===== config.mk =====
export PLATFORM = sky130hd
export DESIGN_NAME = hdmi_tmds_encoder
export DESIGN_NICKNAME = d
export VERILOG_FILES = /design/src/rtl/hdmi_pkg.sv /design/src/rtl/tmds_channel_enc.sv /design/src/rtl/hdmi_tmds_encoder.sv
export SDC_FILE = /design/constraint.sdc
export NUM_CORES = 1
export LEC_CHECK = 0
export CAP_MARGIN = 20
export CORE_MARGIN = 8
export CORE_UTILIZATION = 35
export DETAILED_ROUTE_END_ITERATION = 6
export PLACE_DENSITY_LB_ADDON = 0.05
export SLEW_MARGIN = 20
export SYNTH_ARGS = -nofsm -noshare
export SYNTH_HDL_FRONTEND = slang
export SYNTH_SLANG_ARGS = --single-unit

===== constraint.sdc =====
create_clock -name clk_pixel -period 9.6 [get_ports clk_pixel]
set_input_delay 1.44 -clock clk_pixel [delete_from_list [all_inputs] [get_ports clk_pixel]]
set_output_delay 1.44 -clock clk_pixel [all_outputs]
set_load 0.05 [all_outputs]

===== src/rtl/hdmi_pkg.sv =====
// Shared TMDS constants, the balance-case enum and a popcount helper.
package hdmi_pkg;

    localparam int TMDS_CHAR_W = 10;

    // Control-period characters, bit9..bit0, indexed by C = {C1, C0}.
    localparam logic [TMDS_CHAR_W-1:0] TMDS_CTRL_00 = 10'h354;
    localparam logic [TMDS_CHAR_W-1:0] TMDS_CTRL_01 = 10'h0AB;
    localparam logic [TMDS_CHAR_W-1:0] TMDS_CTRL_10 = 10'h154;
    localparam logic [TMDS_CHAR_W-1:0] TMDS_CTRL_11 = 10'h2AB;

    // Character shown on every lane while reset is held.
    localparam logic [TMDS_CHAR_W-1:0] TMDS_RESET_CHAR = TMDS_CTRL_00;

    // Which DC-balance rule applies to the current data character.
    typedef enum logic [1:0] {
        BAL_NEUTRAL = 2'd0,  // cnt==0 or q_m byte balanced
        BAL_INVERT  = 2'd1,  // byte would push disparity further out: invert
        BAL_KEEP    = 2'd2   // byte pulls disparity back: send as is
    } bal_case_e;

    // Number of ones in a byte.
    function automatic logic [3:0] popcount8(input logic [7:0] d);
        logic [3:0] n;
        n = 4'd0;
        for (int k = 0; k < 8; k++) begin
            n = n + {3'd0, d[k]};
        end
        return n;
    endfunction

endpackage


===== src/rtl/tmds_channel_enc.sv =====
// One TMDS lane: stage 1 builds the transition-minimised q_m word,
// stage 2 applies DC balancing against the lane's running disparity.
module tmds_channel_enc
    import hdmi_pkg::*;
(
    input  logic                   clk_pixel,
    input  logic                   rst_n,
    input  logic                   i_de,
    input  logic [1:0]             i_ctrl,
    input  logic [7:0]             i_data,
    output logic [TMDS_CHAR_W-1:0] o_char
);

    logic [3:0]             w_n1_d;
    logic                   w_use_xnor;
    logic [8:0]             w_qm;

    logic [8:0]             r_qm;
    logic                   r_de;
    logic [1:0]             r_ctrl;

    logic [3:0]             w_n1_q;
    logic signed [5:0]      w_bal;      // N1 - N0 of q_m[7:0]
    logic signed [5:0]      w_cnt_ext;
    logic signed [5:0]      w_sum;
    bal_case_e              w_case;
    logic [TMDS_CHAR_W-1:0] w_char_next;
    logic signed [4:0]      w_cnt_next;

    logic [TMDS_CHAR_W-1:0] r_char;
    logic signed [4:0]      r_cnt;

    // Stage 1 combinational: choose XOR or XNOR chaining from the byte's ones count.
    always_comb begin
        w_n1_d     = popcount8(i_data);
        w_use_xnor = (w_n1_d > 4'd4) || ((w_n1_d == 4'd4) && !i_data[0]);
        w_qm       = '0;
        w_qm[0]    = i_data[0];
        for (int k = 1; k < 8; k++) begin
            w_qm[k] = w_use_xnor ? ~(w_qm[k-1] ^ i_data[k]) : (w_qm[k-1] ^ i_data[k]);
        end
        w_qm[8]    = ~w_use_xnor;
    end

    // Stage 1 register: q_m plus the control fields travelling alongside it.
    always_ff @(posedge clk_pixel or negedge rst_n) begin
        if (!rst_n) begin
            r_qm   <= '0;
            r_de   <= 1'b0;
            r_ctrl <= 2'b00;
        end else begin
            r_qm   <= w_qm;
            r_de   <= i_de;
            r_ctrl <= i_ctrl;
        end
    end

    // Stage 2 combinational: pick the balance rule, form the character and next disparity.
    always_comb begin
        w_n1_q      = popcount8(r_qm[7:0]);
        w_bal       = $signed({1'b0, w_n1_q, 1'b0}) - 6'sd8;
        w_cnt_ext   = {r_cnt[4], r_cnt};
        w_case      = BAL_KEEP;
        w_sum       = w_cnt_ext;
        w_char_next = TMDS_CTRL_00;

        if ((r_cnt == 5'sd0) || (w_bal == 6'sd0)) begin
            w_case = BAL_NEUTRAL;
        end else if ((!r_cnt[4] && (w_bal > 6'sd0)) || (r_cnt[4] && (w_bal < 6'sd0))) begin
            w_case = BAL_INVERT;
        end

        case (w_case)
            BAL_NEUTRAL: begin
                w_char_next = {~r_qm[8], r_qm[8], r_qm[8] ? r_qm[7:0] : ~r_qm[7:0]};
                w_sum       = r_qm[8] ? (w_cnt_ext + w_bal) : (w_cnt_ext - w_bal);
            end
            BAL_INVERT: begin
                w_char_next = {1'b1, r_qm[8], ~r_qm[7:0]};
                w_sum       = w_cnt_ext + (r_qm[8] ? 6'sd2 : 6'sd0) - w_bal;
            end
            default: begin
                w_char_next = {1'b0, r_qm[8], r_qm[7:0]};
                w_sum       = w_cnt_ext - (r_qm[8] ? 6'sd0 : 6'sd2) + w_bal;
            end
        endcase
        w_cnt_next = w_sum[4:0];

        // Blanking overrides the data path and re-centres the disparity.
        if (!r_de) begin
            w_cnt_next = 5'sd0;
            case (r_ctrl)
                2'b01:   w_char_next = TMDS_CTRL_01;
                2'b10:   w_char_next = TMDS_CTRL_10;
                2'b11:   w_char_next = TMDS_CTRL_11;
                default: w_char_next = TMDS_CTRL_00;
            endcase
        end
    end

    // Stage 2 register: output character and running disparity.
    always_ff @(posedge clk_pixel or negedge rst_n) begin
        if (!rst_n) begin
            r_char <= TMDS_RESET_CHAR;
            r_cnt  <= 5'sd0;
        end else begin
            r_char <= w_char_next;
            r_cnt  <= w_cnt_next;
        end
    end

    assign o_char = r_char;

endmodule


===== src/rtl/hdmi_tmds_encoder.sv =====
// Three-lane TMDS encoder: one tmds_channel_enc per colour, sync codes on lane 0.
module hdmi_tmds_encoder
    import hdmi_pkg::*;
#(
    parameter int N_CHANNELS = 3   // only 3 lanes are meaningful for HDMI/DVI
)(
    input  logic                              clk_pixel,
    input  logic                              rst_n,
    input  logic                              de,
    input  logic                              hsync,
    input  logic                              vsync,
    input  logic [8*N_CHANNELS-1:0]           pixel,
    output logic [TMDS_CHAR_W*N_CHANNELS-1:0] tmds_internal
);

    generate
        for (genvar gi = 0; gi < N_CHANNELS; gi++) begin : g_lane
            logic [1:0] w_ctrl;

            // Lane 0 carries {vsync, hsync} during blanking; other lanes send C=00.
            assign w_ctrl = (gi == 0) ? {vsync, hsync} : 2'b00;

            tmds_channel_enc u_enc (
                .clk_pixel (clk_pixel),
                .rst_n     (rst_n),
                .i_de      (de),
                .i_ctrl    (w_ctrl),
                .i_data    (pixel[8*gi +: 8]),
                .o_char    (tmds_internal[TMDS_CHAR_W*gi +: TMDS_CHAR_W])
            );
        end
    endgenerate

endmodule


Word-level counts from Yosys, hierarchy flattened
Index checks and enable logic that the tools add are counted.

Register bits: 75. Bits in latches: 0. Bits in writable memories: 0. Memory bits (read-only): 0. Input bits: 29. Output and inout port bits: 30. Word-level logic and storage cells: 228. Memories: 0.

Add/sub/neg operators: 63. Multiply operators: 0. Div/mod/pow operators: 0. Order comparisons: 9. Eq/ne operators: 9. Shift operators: 0. Multiplexer cells: 52. Bitwise gates (word level): 51. Reduce and logical (&&, ||, !) cells: 33.

Operators with widths (number): 4-bit by 1-bit adder with 4-bit output (36); 10-bit one-hot mux with 2 select lines (3); 5-bit adder (6); 10-bit 2-to-1 mux (3); 5-bit 2-to-1 mux (6); 10-bit one-hot mux with 3 select lines (1); 5-bit one-hot mux with 2 select lines (3); 5-bit subtractor (6); 1-bit inverter (27); 2-bit 2-to-1 mux (12); 8-bit 2-to-1 mux (3); 8-bit inverter (3); 1-bit 2-to-1 mux (21); 1-bit bitwise XOR (21); 6-bit by 1-bit > comparator with 1-bit output, second input constant (3); 6-bit logical NOT (3); 6-bit by 1-bit < comparator with 1-bit output, second input constant (3); 5-bit by 4-bit subtractor with 6-bit output, second input constant (3); 5-bit by 3-bit adder with 5-bit output (3); 5-bit logical NOT (3); 5-bit by 3-bit subtractor with 5-bit output (3); 1-bit by 1-bit adder with 2-bit output (6); 4-bit by 3-bit == test with 1-bit output, second input constant (3); 4-bit by 3-bit > comparator with 1-bit output, second input constant (3); other kinds (6) (33).

Longest topological paths before layout
Word-level depth: 29. Gate-level depth with buffers: 17. Mapped depth without buffers: 17.

By module
Synthesis repeated with hierarchy kept, for this count alone.

Cell total of the unflattened synthesis: 584. Area, all modules: 6376.1 um2.

Modules (own cells, without submodules): tmds_channel_enc (g_lane[0].u_enc) (instances 1, cells each 193, area an instance 2148.3 um2, seq. area each 681.9 um2); tmds_channel_enc (g_lane[2].u_enc) (instances 1, cells each 196, area an instance 2127.0 um2, seq. area each 681.9 um2); tmds_channel_enc (g_lane[1].u_enc) (instances 1, cells each 194, area an instance 2097.0 um2, seq. area each 681.9 um2); hdmi_tmds_encoder (instances 1, cells each 1, area an instance 3.8 um2, seq. area each 0.0 um2).

Worst setup path before layout
Ideal clock, no wire load.

Path kind: input to register. Start point: input pixel[0]. End point: register g_lane[0].u_enc.r_qm[7]. Library setup time: 0.127 ns. Data arrival time: 4.559 ns. Data required time: 9.473 ns. Slack: 4.913 ns. Stages on the path: 12. Path buffers: 0. Path through: ha_1 inv_1 fa_1 fa_1 inv_1 fa_1 fa_1 nor3b_1 o21ai_0 a21oi_1 xnor2_1 xnor2_1.

Word-level cells in the longest chain between the ends: 29. Elaborated cells on any way between the ends: 33. Classes of those cells: 7 x add/sub; 1 x order compare; 1 x eq/ne; 7 x mux; 14 x bitwise; 3 x reduce/logical.

Ends and longest elaborated chain: from (decl) (line hdmi_tmds_encoder.sv:12) `input logic [8*N_CHANNELS-1:0] pixel,`; branches (longest 28 deep; another with 4-bit by 1-bit adder with 4-bit output); 1-bit 2-to-1 mux (*) (line tmds_channel_enc.sv:40) `w_qm[k] = w_use_xnor ? ~(w_qm[k-1] ^ i_data[k]) : (w_qm[k-1] ^ i_data[k]);`; net g_lane[0].u_enc.w_qm[7] (line tmds_channel_enc.sv:16) `logic [8:0] w_qm;`; to (signal assigned) (line tmds_channel_enc.sv:52) `r_qm <= w_qm;`; to (decl) (line tmds_channel_enc.sv:18) `logic [8:0] r_qm;`.

Mark *: on every way through the listed nets, which the timed path passes.

Final worst setup path
Ends and elaborated chain as after synthesis.

==> flow_summary.json <==
{
  "status": "completed",
  "drc": 0,
  "drive_gt1_frac": 0.0744,
  "synth_edf_count": 0,
  "drt_iter0_markers": 113,
  "cts_tree": "done",
  "gp_congestion": 0.782,
  "synthArstFlopShare": 1.00,
  "grt_pass1_wl_mm": 19.7,
  "holdBufCountCts": 0,
  "min_from": "g_lane[1].u_enc.r_cnt[0]$_DFFE_PN0P_",
  "crit_fanout": 5,
  "rr_worst_depth": 16,
  "fin_cells": 821,
  "track_usage": 0.123,
  "netlist_area_um2": 5610,
  "hp-class": "register to register",
  "via_per_inst": 4.46,
  "synth_top_flop_cell": "dfrtp_1",
  "placed_cells": 805,
  "clock_path_buffers": 2,
  "cts_max_level": 3,
  "endpoint_kind": "register",
  "yosys_warnings": 0,
  "syn_inst": 537,
  "dr.pass1.iters": 4,
  "ant_nets": 0,
  "skew_ns": 0.00954,
  "worstPathArrival_ns": 5.33,
  "clkSlewWorstSetupHoldPaths_ns": 0.06,
  "hold_end": "g_lane[1].u_enc.r_cnt[0]$_DFFE_PN0P_",
  "syn_avg_cell_area_um2": 10.4,
  "drv_cap": 0,
  "clockRootBuffer": "clkbuf_16",
  "wl_mm": 11.6,
  "row_count": 46,
  "initial_core_util": 0.356,
  "ios": 59,
  "path_class": "primary input to register",
  "fp.dieH_um": 143,
  "yosysSeqAreaShare": 0.338,
  "antenna_found_initial": 0,
  "pre_cts_slack_ns": 4.14,
  "finalHoldViolCount": 0,
  "ff_latch_area_um2": 1900,
  "critPathRequiredTime_ns": 9.82,
  "post_cts_resized": 0,
  "fillers": 1555,
  "drv_slew": 0,
  "worst_slack_ns": 4.50,
  "grt_pass1_vias": 4054,
  "core_um2": 15800,
  "period_needed_ns": 5.10,
  "ys_ff_latch": 75,
  "fin_nets": 735,
  "insertion_delay_ns": 0.34,
  "holdPathStages": 1,
  "slew_headroom": 0.328,
  "grt_start_max_net_pins": 76,
  "multi_input_area_um2": 3310,
  "grt-ovfl-total": 0,
  "vias": 3664,
  "die_area_um2": 20300,
  "n_antenna_cell": 0,
  "setup_viol": 0,
  "hpwl_mm": 9.02,
  "numPortBuffers": 58,
  "synth.net_count": 672,
  "r2r_slack_ns": 4.52,
  "wl_per_cell_um": 14.1,
  "synth_cell_types": 40,
  "syn_to_final_growth_pct": 19.9,
  "cts_inserted_buffers": 9,
  "post-route-period-util": 0.532,
  "r2r-start": "g_lane[1].u_enc.r_qm[0]$_DFF_PN0_",
  "worst_pin_slew_ns": 1.00,
  "clkSinkCount": 75,
  "cts_setup_buffers": 0,
  "final_common_cell": "inv_1",
  "startpoint_type": "primary input",
  "fmax_ghz": 0.196,
  "die_w_um": 143,
  "r2r_end": "g_lane[1].u_enc.r_cnt[4]$_DFF_PN0_",
  "layout_common_cells": "100 x inv_1, 77 x xnor2_1, 67 x ha_1",
  "fin_setup_tns_ns": 0,
  "rsz0062_at_grt": "false"
}
[Yosys cell counts (5+ instances only)]
master | n | area [um^2]
a21o_1 | 8 | 60.1
xnor2_1 | 77 | 674
ha_1 | 67 | 838
nor2_1 | 28 | 105
nor3b_1 | 5 | 37.5
o21ai_0 | 11 | 55.1
nor2b_1 | 5 | 31.3
clkbuf_1 | 6 | 22.5
fa_1 | 39 | 781
xor2_1 | 10 | 87.6
dfrtp_1 | 60 | 1500
nor3_1 | 8 | 40.0
nand3_1 | 5 | 25.0
nand2_1 | 19 | 71.3
o21ai_1 | 5 | 25.0
a21oi_1 | 28 | 140
inv_1 | 100 | 375
dfstp_2 | 15 | 394
[sequential cells by signal, summed over array words and instances, names as in the netlist]
register / flops
g_lane.u_enc.r_ctrl: 2
g_lane.u_enc.r_de: 1
g_lane.u_enc.o_char: 30
g_lane.u_enc.r_cnt: 15
g_lane.u_enc.r_qm: 27
[cell families (layout without fill, tap and decap cells)]
kind of cell / after synthesis / after routing / synth area share
AO/OA/AOI/OAI: 73 / 73 / 0.0803
XOR/XNOR: 87 / 87 / 0.136
adder cells (fa/ha/maj): 106 / 106 / 0.289
buffers and inverters: 108 / 176 / 0.0725
flip-flops: 75 / 75 / 0.338
multiplexers: 4 / 4 / 0.0103
AND/OR/NAND/NOR: 84 / 84 / 0.0745
[per-stage QoR]
| step | hold slack (ns) | instance area [um^2] | util |
|---|---|---|---|
| floorplan | 0.450 | 5610 | - |
| global placement | 0.469 | 6440 | 0.408 |
| detailed placement | 0.474 | 6440 | 0.408 |
| CTS | 0.490 | 6730 | 0.426 |
| global route | 0.510 | 6730 | 0.426 |
| finish | 0.486 | 6730 | 0.426 |
[layer usage]
layer,vias to the layer above,GRT usage,wire length (um)
met5,-,0,0
met2,47,0.204,5530
met3,13,0.0302,341
met4,0,0.0459,188
li1,1823,-,-
met1,1781,0.152,5490
[worst max path at each step]
stage / from / end / depth (start not counted)
after floorplan: pixel[0] / g_lane[0].u_enc.r_qm[7]$_DFF_PN0_ / 12
after global placement: pixel[0] / g_lane[0].u_enc.r_qm[7]$_DFF_PN0_ / 13
after detailed placement: pixel[0] / g_lane[0].u_enc.r_qm[7]$_DFF_PN0_ / 13
after CTS: g_lane[1].u_enc.r_qm[0]$_DFF_PN0_ / g_lane[1].u_enc.r_cnt[4]$_DFF_PN0_ / 16
after global routing: g_lane[2].u_enc.r_qm[0]$_DFF_PN0_ / g_lane[2].u_enc.o_char[6]$_DFF_PN1_ / 14
final: pixel[0] / g_lane[0].u_enc.r_qm[7]$_DFF_PN0_ / 13
[critical path, stage by stage]
cell,delay (ns)
clkdlybuf4s50_1,0.46
ha_1,0.37
inv_1,0.07
fa_1,0.45
fa_1,0.49
inv_1,0.05
fa_1,0.40
fa_1,0.44
nor3b_1,0.26
o21ai_0,0.12
a21oi_1,0.48
xnor2_1,0.15
xnor2_1,0.14
[final cells by class]
| type | count | area share |
|---|---|---|
| sequential | 75 | 0.282 |
| tap | 216 | 0.0402 |
| multi-input combinational | 354 | 0.492 |
| inverter | 101 | 0.0564 |
| clock buffer | 11 | 0.0376 |
| timing repair buffer | 59 | 0.0871 |
| clock inverter | 5 | 0.00521 |
Power is not shown: default switching activity piles up to over one toggle a cycle in this logic, so the estimate is an artifact.
